===== config.mk =====
export PLATFORM = sky130hd
export DESIGN_NAME = differential_in_conditioner
export DESIGN_NICKNAME = d
export VERILOG_FILES = /design/src/rtl/differential_in_conditioner.sv
export SDC_FILE = /design/constraint.sdc
export NUM_CORES = 1
export LEC_CHECK = 0
export ABC_CLOCK_PERIOD_IN_PS = 1990
export CAP_MARGIN = 15
export CORE_ASPECT_RATIO = 1.25
export CORE_UTILIZATION = 45
export DETAILED_ROUTE_END_ITERATION = 6
export HOLD_SLACK_MARGIN = 0.05
export SYNTH_ARGS = -nofsm -noshare
export SYNTH_HDL_FRONTEND = slang
export SYNTH_SLANG_ARGS = --single-unit

===== constraint.sdc =====
create_clock -name clk -period 1.99 [get_ports clk]
set_input_delay 0.199 -clock clk [delete_from_list [all_inputs] [get_ports clk]]
set_output_delay 0.199 -clock clk [all_outputs]
set_load 0.01 [all_outputs]

===== src/rtl/differential_in_conditioner.sv =====
// differential_in_conditioner: per-channel synchroniser, glitch filter, edge pulses and idle timeout
module differential_in_conditioner #(
  parameter int DIFF_BUFFER_WIDTH = 1,
  parameter int FILTER_CYCLES     = 4,
  parameter int TIMEOUT_CYCLES    = 1024
) (
  input  logic                         clk,
  input  logic                         rst,
  input  logic [DIFF_BUFFER_WIDTH-1:0] d_in,
  output logic [DIFF_BUFFER_WIDTH-1:0] d_out,
  output logic [DIFF_BUFFER_WIDTH-1:0] rise,
  output logic [DIFF_BUFFER_WIDTH-1:0] fall,
  output logic [DIFF_BUFFER_WIDTH-1:0] idle
);
  localparam int FW = FILTER_CYCLES > 1 ? $clog2(FILTER_CYCLES) : 1;
  localparam int IW = $clog2(TIMEOUT_CYCLES + 1);
  localparam logic [FW-1:0] F_LAST = FW'(FILTER_CYCLES - 1);
  localparam logic [IW-1:0] T_MAX  = IW'(TIMEOUT_CYCLES);
  for (genvar i = 0; i < DIFF_BUFFER_WIDTH; i++) begin : g_ch
    (* ASYNC_REG = "TRUE" *) logic s0_q;
    (* ASYNC_REG = "TRUE" *) logic s1_q;
    logic [FW-1:0] fcnt_q, fcnt_d;
    logic [IW-1:0] icnt_q, icnt_d;
    logic          out_q, rise_q, fall_q, idle_q;
    logic          out_d, rise_d, fall_d, idle_d;
    logic          accept;
    always_comb begin
      accept = (s1_q != out_q) && (fcnt_q == F_LAST);
      fcnt_d = (s1_q == out_q || accept) ? '0 : fcnt_q + FW'(1);
      out_d  = accept ? s1_q : out_q;
      rise_d = accept & s1_q;
      fall_d = accept & ~s1_q;
      icnt_d = accept ? '0 : (icnt_q != T_MAX) ? icnt_q + IW'(1) : icnt_q;
      idle_d = accept ? 1'b0 : (icnt_q != T_MAX) ? (icnt_q + IW'(1) == T_MAX) : idle_q;
    end
    always_ff @(posedge clk) begin
      if (rst) begin
        s0_q   <= 1'b0;
        s1_q   <= 1'b0;
        fcnt_q <= '0;
        icnt_q <= '0;
        out_q  <= 1'b0;
        rise_q <= 1'b0;
        fall_q <= 1'b0;
        idle_q <= 1'b0;
      end else begin
        s0_q   <= d_in[i];
        s1_q   <= s0_q;
        fcnt_q <= fcnt_d;
        icnt_q <= icnt_d;
        out_q  <= out_d;
        rise_q <= rise_d;
        fall_q <= fall_d;
        idle_q <= idle_d;
      end
    end
    assign d_out[i] = out_q;
    assign rise[i]  = rise_q;
    assign fall[i]  = fall_q;
    assign idle[i]  = idle_q;
  end
endmodule


==> summary.txt <==
Power
  • Final Power: 0.626 mW
  • P_leak: around 0.36 nW
  • Maximum VDD drop: ~0.38 mV
  • Power Density: 654 nW/µm²

Synth
  • Main synth FF type: dfxtp_1
  • Synth Register Bits: 19
  • FFs w/ async S/R, synth: 0
  • Mapped Nets: 100
  • Syn Inst Count: 94
  • Seq/Total Area, Yosys: 0.447
  • Cell Area, Synth: about 850 µm²
  • Post-synth cell types: 25
  • YS warnings: 0
  • Post-Syn Area per Cell: ~9.1 µm²
  • Post-synth EDFFs: 0

Critical path
  • Worst Path Required: between 2000 and 2500 ps
  • Setup Crit Path Kind: reg -> reg
  • Buf+Inv Stages, Crit Path: 0
  • Crit path DAT: 1910 ps
  • Crit-path slowest cell: dfxtp_1
  • Setup crit start kind: flip-flop
  • CP delay by family, top: flip-flops
  • Crit. End Element: flip-flop
  • CP peak stage delay: between 400 and 500 ps
  • CP cell instances: ha_1 > nand2_1 > or2_1 > xor2_1 > a22oi_1 > o31ai_1
  • Critical path fanouts, max: 7

CTS
  • Root Buffer Master: clkbuf_4
  • Number of buffers added for setup after CTS: 0
  • Clk sink count: 19
  • Max Root-Sink Buffers: 2
  • TritonCTS buffer count: 3
  • Skew-Pair Late Insertion Delay: between 200 and 300 ps
  • H-tree depth: 1
  • CTS tree: built
  • Post-CTS resize count: 0
  • Post-CTS Hold Buffers: 0
  • Clock Pin Slew Worst Setup and Hold Paths: 110 ps

Worst hold path
  • Hold WC Path Type: reg -> reg

Route
  • Vias: 662
  • Routed length per instance: around 13 µm
  • Drt drc: 0
  • Total Wirelength: about 1500 µm
  • Vias per Instance: 5.38
  • DRT iter0 DRCs: 10
  • DRT Pass-1 Iters: 4
  • Post-route ant nets: 0

Floorplan
  • Die Ht: between 50 and 60 µm
  • Die Area: about 2100 µm²
  • # rows: 17
  • I/O pin total: 7
  • Core area: about 1800 µm²
  • Initial Util: 0.482
  • DIE WIDTH: between 40 and 50 µm

Layout
  • Most common cell after layout, fill and taps aside: dfxtp_1
  • Core Util, Final: 0.542
  • Post-route insts no fill: between 100 and 150
  • Area growth from synthesis to layout: 12.5%
  • Area of the multi-input gates: 444 µm²
  • Ant. Diodes: 0
  • Nets: 111
  • # fillers: about 180
  • Layout cells sized above 1: 0.0481
  • Sequential cell area: about 380 µm²
  • Commonest cells after routing, fill and taps aside: 19 x dfxtp_1, 14 x nor2_1, 7 x xnor2_1

STA
  • Unrepaired setup endpoints after global routing: false
  • Max Fclk: about 600 MHz
  • Setup_tns: 0 ps
  • Final setup fails: 0
  • Final Skew: around 5.7 ps
  • Final cycle utilization of the critical path: 0.854
  • Period minus WS final: 1700 ps
  • Max Slew Vio Count: 0
  • Final Hold Viols: 0
  • Relative slew margins: 0.704
  • Pin slew with the least headroom to its limit: around 440 ps

Global routing
  • Total GRT Usage: 0.178
  • Initial antenna violation count: 0
  • Grt ovf: 0
  • Largest net degree at the start of global routing: 11
  • First-pass GRT wire length: between 2000 and 3000 µm
  • Vias in the first global route: ~600

Placement
  • HPWL after detailed placement: 1130 µm
  • Placed insts: about 120
  • Placer congestion estimate: around 0.81
  • Buffers on Ports: 6

Status
  • Status: completed

Job
  • Max cap viols: 0
-- metrics by stage --
step           hold slack, ps  area [µm²]  setup slack (ps)
3_3_place_gp              416         931               365
3_5_place_dp              426         931               335
5_1_grt                   463         957               126
4_1_cts                   442         957               285
2_1_floorplan             271         851               434
6_report                  436         957               291
-- cell usage after synthesis, types with 3 or more instances --
| library cell | instances | share of area |
|---|---|---|
| nor3_1 | 3 | 0.018 |
| nor2_1 | 14 | 0.062 |
| ha_1 | 3 | 0.044 |
| xor2_1 | 6 | 0.062 |
| a21oi_1 | 4 | 0.024 |
| xnor2_1 | 7 | 0.072 |
| nand3_1 | 6 | 0.035 |
| dfxtp_1 | 19 | 0.45 |
| nand2_1 | 6 | 0.026 |
| inv_1 | 4 | 0.018 |
| nand4_1 | 3 | 0.022 |
-- metal layers --
metal	track usage	vias up	wire length, µm
met3	0.0265	2	43
met2	0.292	19	774
met5	0	-	0
met1	0.213	295	708
met4	0.0833	0	18
li1	-	346	-
-- final timing paths --
path | start | end | slack (ps) | depth (start not counted)
setup / recovery | g_ch[0].icnt_q[0]$_SDFFE_PP0P_ | idle$_SDFFE_PP0P_ | 290 | 6
hold / removal | g_ch[0].fcnt_q[0]$_SDFF_PP0_ | g_ch[0].fcnt_q[0]$_SDFF_PP0_ | 440 | 1
setup reg to reg | g_ch[0].icnt_q[0]$_SDFFE_PP0P_ | idle$_SDFFE_PP0P_ | 290 | 6
hold reg to reg | g_ch[0].fcnt_q[0]$_SDFF_PP0_ | g_ch[0].fcnt_q[0]$_SDFF_PP0_ | 440 | 1
-- cell type report --
type / instances / area share
Timing Repair Buffer: 7 / 0.0706
Tap cell: 19 / 0.0248
Inverter: 4 / 0.0157
Clock buffer: 4 / 0.0275
Sequential cell: 19 / 0.397
Multi-Input combinational cell: 70 / 0.464
-- sequential cells by signal (all words and copies together), names as in the netlist --
name         cells
rise             1
g_ch.fcnt_q      2
fall             1
d_out            1
g_ch.s1_q        1
g_ch.s0_q        1
idle             1
g_ch.icnt_q     11
-- power by group --
part | total, mW | switching, mW | internal [mW]
Sequential | 0.398 | 0.0103 | 0.388
Combinational | 0.0364 | 0.0182 | 0.0182
Clock | 0.191 | 0.113 | 0.0779
Total | 0.626 | 0.141 | 0.484
-- cells by family after synthesis --
kind of cell | Yosys count | synth area share
AO/OA/AOI/OAI | 10 | 0.0721
XOR/XNOR | 13 | 0.134
adder cells (fa/ha/maj) | 3 | 0.0441
buffers and inverters | 5 | 0.0309
flip-flops | 19 | 0.447
AND/OR/NAND/NOR | 44 | 0.272
(Power assumes the default switching activity.)
